`src/rtl/sram_arbiter.sv`:
```
// Two-master arbiter in front of the BaseRAM controller (m0 fetch, m1 load/store).
// Define SRAM_ARB_RR_EN for round-robin; otherwise m1 has fixed priority.
module sram_arbiter #(
  parameter int unsigned ADDR_W  = 24,
  parameter int unsigned DATA_W  = 32,
  parameter int unsigned TIMEOUT = 255
) (
  input  logic              clk_i,
  input  logic              rst_i,
  input  logic              m0_req_i,
  input  logic              m0_rw_i,
  input  logic [ADDR_W-1:0] m0_addr_i,
  input  logic [DATA_W-1:0] m0_wdata_i,
  input  logic [DATA_W/8-1:0] m0_be_n_i,
  output logic              m0_gnt_o,
  output logic [DATA_W-1:0] m0_rdata_o,
  output logic              m0_done_o,
  output logic              m0_err_o,
  input  logic              m1_req_i,
  input  logic              m1_rw_i,
  input  logic [ADDR_W-1:0] m1_addr_i,
  input  logic [DATA_W-1:0] m1_wdata_i,
  input  logic [DATA_W/8-1:0] m1_be_n_i,
  output logic              m1_gnt_o,
  output logic [DATA_W-1:0] m1_rdata_o,
  output logic              m1_done_o,
  output logic              m1_err_o,
  output logic              ctl_start_o,
  output logic              ctl_rw_o,
  output logic [DATA_W-1:0] ctl_data_o,
  output logic [DATA_W/8-1:0] ctl_be_n_o,
  output logic [ADDR_W-1:0] ctl_addr_o,
  input  logic [DATA_W-1:0] ctl_data_i,
  input  logic              ctl_r_ready_i,
  input  logic              ctl_w_finish_i,
  input  logic              ctl_busy_i
);

  localparam int unsigned BE_W = DATA_W / 8;
  localparam logic [7:0] TO = TIMEOUT[7:0];

  typedef enum logic [1:0] {
    S_IDLE, S_ISSUE, S_WAIT, S_DONE
  } state_t;

  state_t state_q, state_d;
  logic owner_q, owner_d;
  logic rr_q, rr_d;
  logic [7:0] wdog_q, wdog_d;
  logic rw_q, rw_d;
  logic [ADDR_W-1:0] addr_q, addr_d;
  logic [DATA_W-1:0] data_q, data_d;
  logic [BE_W-1:0] be_q, be_d;
  logic start_q, start_d;
  logic [DATA_W-1:0] rd0_q, rd0_d, rd1_q, rd1_d;
  logic done0_q, done0_d, done1_q, done1_d;
  logic err0_q, err0_d, err1_q, err1_d;
  logic gnt0, gnt1, win, fin, fin_err;

  // win=1 selects m1
`ifdef SRAM_ARB_RR_EN
  assign win = m1_req_i & (~m0_req_i | ~rr_q);
`else
  assign win = m1_req_i;
`endif

  always_comb begin
    state_d = state_q;
    owner_d = owner_q;
    rr_d    = rr_q;
    wdog_d  = wdog_q;
    rw_d    = rw_q;
    addr_d  = addr_q;
    data_d  = data_q;
    be_d    = be_q;
    start_d = 1'b0;
    rd0_d   = rd0_q;
    rd1_d   = rd1_q;
    done0_d = 1'b0;
    done1_d = 1'b0;
    err0_d  = 1'b0;
    err1_d  = 1'b0;
    gnt0    = 1'b0;
    gnt1    = 1'b0;
    fin     = 1'b0;
    fin_err = 1'b0;
    unique case (state_q)
      S_IDLE: begin
        if ((m0_req_i | m1_req_i) && !ctl_busy_i) begin
          owner_d = win;
          rw_d    = win ? m1_rw_i    : m0_rw_i;
          addr_d  = win ? m1_addr_i  : m0_addr_i;
          data_d  = win ? m1_wdata_i : m0_wdata_i;
          be_d    = win ? m1_be_n_i  : m0_be_n_i;
          gnt0    = ~win;
          gnt1    = win;
          start_d = 1'b1;
          state_d = S_ISSUE;
        end
      end
      S_ISSUE: begin
        wdog_d  = 8'd0;
        state_d = S_WAIT;
      end
      S_WAIT: begin
        if (rw_q && ctl_r_ready_i) begin
          fin = 1'b1;
          if (owner_q) rd1_d = ctl_data_i;
          else rd0_d = ctl_data_i;
        end else if (!rw_q && ctl_w_finish_i) begin
          fin = 1'b1;
        end else begin
          wdog_d = wdog_q + 8'd1;
          if (TO != 8'd0 && wdog_d == TO) begin
            fin     = 1'b1;
            fin_err = 1'b1;
          end
        end
        if (fin) begin
          state_d = S_DONE;
          done0_d = ~owner_q;
          done1_d = owner_q;
          err0_d  = ~owner_q & fin_err;
          err1_d  = owner_q & fin_err;
        end
      end
      S_DONE: begin
        rr_d    = owner_q;
        state_d = S_IDLE;
      end
      default: state_d = S_IDLE;
    endcase
  end

  always_ff @(posedge clk_i) begin
    if (rst_i) begin
      state_q <= S_IDLE;
      owner_q <= 1'b0;
      rr_q    <= 1'b0;
      wdog_q  <= 8'd0;
      rw_q    <= 1'b0;
      addr_q  <= '0;
      data_q  <= '0;
      be_q    <= '0;
      start_q <= 1'b0;
      rd0_q   <= '0;
      rd1_q   <= '0;
      done0_q <= 1'b0;
      done1_q <= 1'b0;
      err0_q  <= 1'b0;
      err1_q  <= 1'b0;
    end else begin
      state_q <= state_d;
      owner_q <= owner_d;
      rr_q    <= rr_d;
      wdog_q  <= wdog_d;
      rw_q    <= rw_d;
      addr_q  <= addr_d;
      data_q  <= data_d;
      be_q    <= be_d;
      start_q <= start_d;
      rd0_q   <= rd0_d;
      rd1_q   <= rd1_d;
      done0_q <= done0_d;
      done1_q <= done1_d;
      err0_q  <= err0_d;
      err1_q  <= err1_d;
    end
  end

  // grant is the only combinational output; keep it quiet during reset
  assign m0_gnt_o    = gnt0 & ~rst_i;
  assign m1_gnt_o    = gnt1 & ~rst_i;
  assign m0_rdata_o  = rd0_q;
  assign m1_rdata_o  = rd1_q;
  assign m0_done_o   = done0_q;
  assign m1_done_o   = done1_q;
  assign m0_err_o    = err0_q;
  assign m1_err_o    = err1_q;
  assign ctl_start_o = start_q;
  assign ctl_rw_o    = rw_q;
  assign ctl_data_o  = data_q;
  assign ctl_be_n_o  = be_q;
  assign ctl_addr_o  = addr_q;

endmodule

```
`config.mk`:
```
export PLATFORM = sky130hd
export DESIGN_NAME = sram_arbiter
export DESIGN_NICKNAME = d
export VERILOG_FILES = /design/src/rtl/sram_arbiter.sv
export SDC_FILE = /design/constraint.sdc
export NUM_CORES = 1
export LEC_CHECK = 0
export ABC_AREA = 1
export BUFFER_PORTS_ARGS = -buffer_cell sky130_fd_sc_hd__buf_2
export CAP_MARGIN = 15
export CORE_MARGIN = 3
export CORE_UTILIZATION = 46
export CTS_BUF_LIST = sky130_fd_sc_hd__clkbuf_2
export DETAILED_ROUTE_END_ITERATION = 8
export PLACE_DENSITY = 0.82
export SYNTH_ARGS = -nofsm -noshare
export SYNTH_HDL_FRONTEND = slang
export SYNTH_SLANG_ARGS = --single-unit
export TNS_END_PERCENT = 5
```
`constraint.sdc`:
```
create_clock -name clk_i -period 1.8 [get_ports clk_i]
set_input_delay 0.09 -clock clk_i [delete_from_list [all_inputs] [get_ports clk_i]]
set_output_delay 0.09 -clock clk_i [all_outputs]
set_load 0.01 [all_outputs]
```
======== Word level (Yosys, flattened, before mapping) ========
Index checks and enable logic that the tools add are counted.
operators by class
  add/sub/neg operators ................... 1
  eq/ne operators ......................... 8
  mux-type cells .......................... 22
  bitwise operators ....................... 11
  reductions and logical operators ........ 14
operators with widths
  cell                                                  count
  two-way mux 32 bit                                    1
  two-way mux 24 bit                                    1
  two-way mux 8 bit                                     2
  one-hot mux 8 bit (2 select lines)                    1
  two-way mux 1 bit                                     13
  AND reduction 3 bit                                   3
  adder 8 x 1 -> 8 bit (second input constant)          1
  equality test 8 bit (second input constant)           1
  != test 2 bit (second input constant)                 4
  one-hot mux 2 bit (4 select lines)                    1
  inverter 1 bit                                        6
  AND 1 bit                                             4
  equality test 2 bit (second input constant)           2
  two-way mux 2 bit                                     2
  two-way mux 4 bit                                     1
  AND reduction 2 bit                                   2
  logical AND 1 bit                                     3
  OR reduction 3 bit                                    1
  equality test 2 x 1 -> 1 bit (second input constant)  1
  logical NOT 1 bit                                     2
  logical NOT 2 bit                                     1
  nonzero test 2 bit                                    1
  OR reduction 2 bit                                    1
  bitwise OR 1 bit                                      1
word-level totals
  register bits ........................... 141
  input port bits ......................... 161
  output and inout bits ................... 132
  logic and storage cells ................. 70

======== Depth between registers and ports, before layout ========
Gate-level depths: netlist (run 1).
  word-level depth ........................ 8
  depth in mapped cells ................... 12
  depth with buffers taken out ............ 12

======== Worst setup path after synthesis (run 1) ========
Ideal clock, no wire load.
  path kind ............................... flip-flop to flip-flop
  start ................................... register state_q[0]
  end ..................................... register rd0_q[10], in the netlist m0_rdata_o[10]
  library setup time ...................... 0.116 ns
  arrival ................................. 1.403 ns
  data required time ...................... 1.684 ns
  path slack .............................. 0.281 ns
  cell stages (with the launch flop) ...... 11
  buffers on the path ..................... 1
  clock period less this slack ............ 1.519 ns
  cell sequence ........................... dfxtp_1 inv_1 ha_1 inv_1 nor2_1 inv_1 nor2_1 inv_1 buf_2 nor2_1 nor2_1
on the way
  cells in the longest elaborated chain, start to end .. 2
ends and longest elaborated chain
  what                                  RTL line  RTL
  start, declared                       46        state_t state_q, state_d;
  start signal, assigned                153       state_q <= state_d;
  equality test 2 bit                   87        unique case (state_q)
  AND reduction 3 bit (no source line)  n/a
  end signal, assigned                  162       rd0_q <= rd0_d;
  end, declared                         55        logic [DATA_W-1:0] rd0_q, rd0_d, rd1_q, rd1_d;
Every way passes these cells.
A chain may end at the register's enable or synchronous reset.

======== Worst setup path in the final report (run 1) ========
  start ................................... register state_q[0]
  end ..................................... output port m0_gnt_o
on the way
  cells in the longest elaborated chain, start to end .. 3
ends and longest elaborated chain
  what               RTL line  RTL
  logical NOT 2 bit  87
  two-way mux 1 bit  87
  AND 1 bit          172       assign m0_gnt_o = gnt0 & ~rst_i;
  end, declared      15        output logic m0_gnt_o,
Every way passes these cells.

==> results of run 1 <==
[worst reg2reg max path, cell delays in order (launching register included)]
cell and delay, ns:
dfxtp_2 0.39, buf_4 0.11, ha_1 0.21, inv_1 0.09, nor2_1 0.10, inv_1 0.06
nor2_1 0.15, buf_6 0.25, o21ai_0 0.16, nor2_1 0.15
[area by class of cell]
class	count	area, um^2	area share, %
Antenna cell	2	5.00	0.0553
Clock buffer	17	85.1	0.939
Timing Repair Buffer	481	3410	37.7
Sequential cell	141	2830	31.2
Inverter	27	106	1.17
Clock inverter	15	146	1.62
Tap cell	140	175	1.93
Multi-Input combinational cell	526	2300	25.3
[cells by family (layout without fill, tap and decap cells)]
group / Yosys count / count (layout) / synth area share, %
compound gates: 81 / 81 / 7.68
xor+xnor: 1 / 1 / 0.164
fa+ha+maj: 5 / 5 / 1.17
buf+inv: 65 / 540 / 5.03
flops: 141 / 141 / 52.8
other cells: 0 / 2 / 0
simple gates: 439 / 439 / 33.1
[layer usage]
metal	track usage (%)	vias up	wire length [um]
met2	65.3	596	12600
met4	31.0	0	2140
met5	0	-	0
met1	38.2	3276	8120
li1	-	3240	-
met3	11.7	197	2420
[power by group]
part | leakage, nW | internal (mW) | switching (mW)
logic | 3.43 | 0.907 | 0.991
registers | 1.15 | 3.42 | 0.210
clock network | 0.130 | 0.630 | 1.26
total | 4.70 | 4.96 | 2.46
[stage by stage]
step	power, mW	std cells	worst slack (ns)	hold WS [ns]
finish	7.42	1349	-0.0173	0.0713
floorplan	4.25	732	0.281	0.203
detailed placement	4.90	1139	0.155	0.293
CTS	7.13	1344	-0.104	0.0882
global placement	4.87	1139	0.185	0.289
global route	7.73	1348	-0.161	0.0368
[final timing paths]
| path | from | endpoint | slack [ns] | cells after the start |
|---|---|---|---|---|
| hold / removal | m0_req_i | state_q[1] | 0.07 | 7 |
| hold reg to reg | owner_q | m0_done_o | 0.49 | 1 |
| setup reg to reg | state_q[1] | m1_rdata_o[26] | 0.07 | 9 |
| setup / recovery | state_q[0] | m0_gnt_o | -0.02 | 7 |
[cells in the mapped netlist]
| library cell | instances | area share (%) |
|---|---|---|
| clkbuf_1 | 17 | 1.2 |
| inv_2 | 2 | 0.14 |
| o21ai_0 | 68 | 6.4 |
| o21bai_1 | 2 | 0.28 |
| buf_1 | 1 | 0.070 |
| nand2_2 | 1 | 0.12 |
| o21ai_1 | 1 | 0.094 |
| a21oi_1 | 10 | 0.94 |
| nand3b_1 | 1 | 0.14 |
| nand3_1 | 68 | 6.4 |
| nand2_1 | 220 | 15 |
| nand3_2 | 1 | 0.19 |
| ha_1 | 5 | 1.2 |
| clkinv_1 | 1 | 0.070 |
| inv_1 | 24 | 1.7 |
| nor2_1 | 140 | 9.8 |
| nand4_2 | 1 | 0.23 |
| dfxtp_1 | 141 | 53 |
| nand4_1 | 1 | 0.12 |
| nor2_2 | 5 | 0.59 |
| buf_2 | 20 | 1.9 |
| or2_0 | 1 | 0.12 |
| xnor2_1 | 1 | 0.16 |
[state kept, by name (all words and copies together), names as in the netlist, 2 cells and up]
name / flops
ctl_data_o: 32
m0_rdata_o: 32
ctl_addr_o: 24
ctl_be_n_o: 4
m1_rdata_o: 32
wdog_q: 8
state_q: 2
[what timing repair did]
item,in CTS,in global routing
hold buffers,163,1
endpoints found under the hold margin,140,1
gates resized for setup,13,15
pin swaps,3,4
endpoints found under the setup margin,2,53
buffers inserted,8,3
cloned,2,0
==> results.md, run 1 <==
- Die area: ~0.013 mm^2
- Max-Cap Viols: 0
- Max Fanout on Critical Path: 3
- GRT overflow: 0
- I/O Buffers: a little under 300
- Setup slack after layout: -0.0173 ns
- Layout cells sized above 1: 30.7%
- Mapped cell area: 0.00535 mm^2
- Initial core utilization: 48.2%
- CTS tree: built
- Post-route DRC violation count: 0
- Clock Tree Buf Depth: 2
- Clk root buf: clkbuf_2
- Die X-Extent: 114 um
- Min-delay worst type: in2reg
- RSZ-0062 raised after global routing: yes
- H-tree depth: 4
- Via count: 7309
- WP buf/inv: 3
- Routed len/inst: 18.8 um
- Num ports: around 290
- Fin. Hold Viols: 0
- FMAX: 0.550 GHz
- Cell row count: 38
- CTS buffer count: 17
- Worst-path clk slew: 0.20 ns
- Most common cell after layout, fill and taps aside: buf_2
- Commonest non-fill, non-tap cells in the layout: buf_2, nand2_1, dlygate4sd3_1, nor2_1, dfxtp_1
- Core area: approximately 0.011 mm^2
- CP max-delay cell: dfxtp_2
- Fin. max-slew vios: 0
- CP peak stage delay: roughly 0.38 ns
- Largest net degree at the start of global routing: 53
- Post-Syn Area per Cell: 7.30 um^2
- Vias in the first global route: 7670
- Final period util: 101%
- Final core occ: 81.8%
- Status: finished, violations left
- Post-place instance area: 0.00696 mm^2
- Mapped Cells: 732
- Startpoint Class: flip-flop
- Post-route minimum period: 1.82 ns
- Synth Register Bits: 141
- Leakage: about 4.7 nW
- Worst rel slew slack: 70.2%
- Crit. End Element: output pin
- Die Height: 114 um
- Data arrival time of the critical path: 1.73 ns
- Most used cell, CP: inv_4
- Family with the most delay on the worst path: flip-flops
- Starting DRT DRC Count: 796
- DR pass1 iterations: 6
- First-pass GRT wire length: 38.7 mm
- PwrDens: between 800 and 900 mW/mm^2
- DRT Wirelength: 25.3 mm
- Violated checks: setup timing
- # setup viols final: 2
- Critical path cell sequence: inv_4 > ha_4 > nand2_4 > nor2_4 > nand2_2 > inv_4 > buf_6
- Required time of the critical path: 1.71 ns
- Clock skew: 0.0468 ns
- Clk_lat worst skew: 0.72 ns
- CTS Sinks: ~140
- Area Growth Syn to Fin: 69.5%
- Max VDD drop: between 0.0007 and 0.0008 V
- Worst slew pin tran: between 0.4 and 0.5 ns
- Cell variety after synth: 23
- All-layer global routing usage: a little under two fifths
- Routability cong.: between 0.8 and 0.9
- Post-route cell area: 0.00906 mm^2
- Setup TNS: -0.0321 ns
- Sequential fraction of the synthesis area: 52.8%
- Post-DP HPWL: 12.2 mm
- Synth warn: 0
- Initial antenna violation count: 1
- Vias per cell: 5.42
- Post-route antenna net violation count: 0
- # fillers: 625
- Nets: ~1400
- Syn Nets: between 800 and 900
- Worst setup path class: reg2out
Power figures use the tool's default switching activity.
==> run 2, diff against run 1 <==
RECOVER_POWER = 25   (was not set)
==> run 2 against run 1 <==
  * The run still ends with setup timing left
  * Sequential power hardly changed
  * Sequential cell count did not move
  * Routed wire length grew 0.27%
  * Clock power about the same
  * Utilization shrank 0.76 points
  * Count of clock-buffer cells in the layout unchanged
  * Cell area is 0.93% lower
  * Critical endpoint unchanged
==> results.md, run 2 (synthesized netlist as in run 1, its figures left out) <==
- Metal3 WL: 2.40 mm
- Violated checks: setup timing
- Worst hold margin: 0.0680 ns
- DR pass1 iterations: 6
- Layout cells sized above 1: 25.4%
- Clock Tree Buf Depth: 2
- Psw: 2.47 mW
- CTS Sinks: 141
- Crit. End Element: output pin
- Most common cell after layout, fill and taps aside: buf_2
- Max layer used: met4
- Vias per cell: 5.43
- Met2 routed WL: 12.6 mm
- Starting DRT DRC Count: 858
- Clk root buf: clkbuf_2
- Largest net degree at the start of global routing: 53
- Post-place instance area: 0.00696 mm^2
- Fin. max-slew vios: 0
- Num ports: 293
- Hold Path Stages: 7
- Core area: 0.0111 mm^2
- Final period util: 101%
- RSZ-0062 raised after global routing: yes
- Routed len/inst: around 19 um
- Vias in the first global route: 7670
- Post-route minimum period: ~1.8 ns
- Post-route DRC violation count: 0
- Commonest non-fill, non-tap cells in the layout: buf_2, nand2_1, dlygate4sd3_1, nor2_1, dfxtp_1
- Dpl ws: 0.155 ns
- All-layer global routing usage: between 30% and 40%
- Clk_lat worst skew: 0.72 ns
- Worst reg2reg path startpoint: state_q[1]
- Post-Layout Cell Count: 1348
- Worst r2r dst: m1_rdata_o[26]
- Max-Cap Viols: 0
- Required time of the critical path: 1.71 ns
- DRT Wirelength: 25.4 mm
- Cell row count: 38
- Fin. Hold Viols: 0
- Worst slew pin tran: 0.451 ns
- Max Fanout on Critical Path: 3
- Placed Cells: 1139
- Initial antenna violation count: 1
- Leakage: 4.42 nW
- Pint: 4.93 mW
- Routability cong.: between 0.8 and 0.9
- Post-DP HPWL: 12.2 mm
- # setup viols final: 2
- Sw frac: 33.4%
- Worst rel slew slack: between 60 and 70%
- First-pass GRT wire length: 38.7 mm
- Die X-Extent: 114 um
- CTS buffer count: 17
- Worst-path clk slew: 0.21 ns
- Startpoint Class: flip-flop
- GRT overflow: 0
- Nets: roughly 1400
- Die Height: 114 um
- Share of power burned in registers: 49.1%
- Worst setup path class: reg2out
- Wl on met1: 8.16 mm
- Clock skew: 0.0426 ns
- Clk pwr share: about a quarter
- Max VDD drop: 0.000719 V
- CTS tree: built
- Worst hold path endpoint: state_q[1]
- I/O Buffers: roughly 290
- Data arrival time of the critical path: around 1.7 ns
- Post-route antenna net violation count: 0
- Total power: 7.40 mW
- PwrDens: between 800 and 900 mW/mm^2
- FMAX: 0.549 GHz
- Area Growth Syn to Fin: 67.9%
- Die area: 0.0129 mm^2
- Setup slack, reg-to-reg: 0.08 ns
- Setup slack after layout: -0.0212 ns
- Initial core utilization: 48.2%
- Hold Crit Start: m0_req_i
- R2R depth: 9
- Power share of the combinational group: 25.3%
- Via count: around 7300
- Min-delay worst type: in2reg
- Post-route cell area: 0.00897 mm^2
- H-tree depth: 4
- Status: finished, violations left
-- run 2: worst max path at each step --
stage,from,end,cells past startpoint
4_1_cts,state_q[1],m1_gnt_o,8
3_5_place_dp,state_q[1],ctl_data_o[28],9
3_3_place_gp,state_q[0],ctl_data_o[28],9
2_1_floorplan,state_q[0],m0_rdata_o[10],10
6_report,state_q[0],m0_gnt_o,7
5_1_grt,state_q[0],m1_gnt_o,7
-- run 2: final cells by class --
type / instances / area [um^2]
timing repair buffer: 481 / 3330
inverter: 27 / 106
tap: 140 / 175
clock buffer: 17 / 85.1
sequential: 141 / 2830
clock inverter: 15 / 146
fill: 679 / 2100
multi-input combinational: 526 / 2300
antenna: 1 / 2.50
-- run 2: worst max-delay path, stage by stage, from the launching register on --
cell and delay [ns]:
dfxtp_2 0.38, inv_4 0.07, ha_4 0.14, nand2_4 0.06, nor2_4 0.12, nand2_2 0.09
inv_4 0.08, buf_6 0.10
-- run 2: timing repair --
action / 4_1_cts / 5_1_grt
pin swaps: 3 / 4
buffers inserted: 8 / 3
hold buffers: 163 / 1
gates resized for setup: 13 / 15
endpoints found under the hold margin: 140 / 1
setup endpoints to repair: 2 / 53
cloned: 2 / 0
-- run 2: stage by stage --
stage	setup TNS, ns	utilization [%]
floorplan	0	-
detailed placement	0	62.9
finish	-0.0423	81.0
global placement	0	62.9
global route	-0.466	81.0
CTS	-0.182	81.2
-- run 2: metal layers --
metal / global-route usage, % / up-vias
li1: - / 3240
met1: 38.2 / 3305
met2: 65.3 / 577
met3: 11.7 / 199
met4: 31.0 / 0
met5: 0 / -
-- run 2: power groups by stage --
stage                     Clock (mW)  Sequential, mW  Combinational, mW
after floorplan                    0            3.74              0.505
after global placement             0            3.61               1.26
after detailed placement           0            3.62               1.27
after CTS                       1.84            3.57               1.72
after global routing            2.06            3.66               2.00
final                           1.89            3.63               1.87
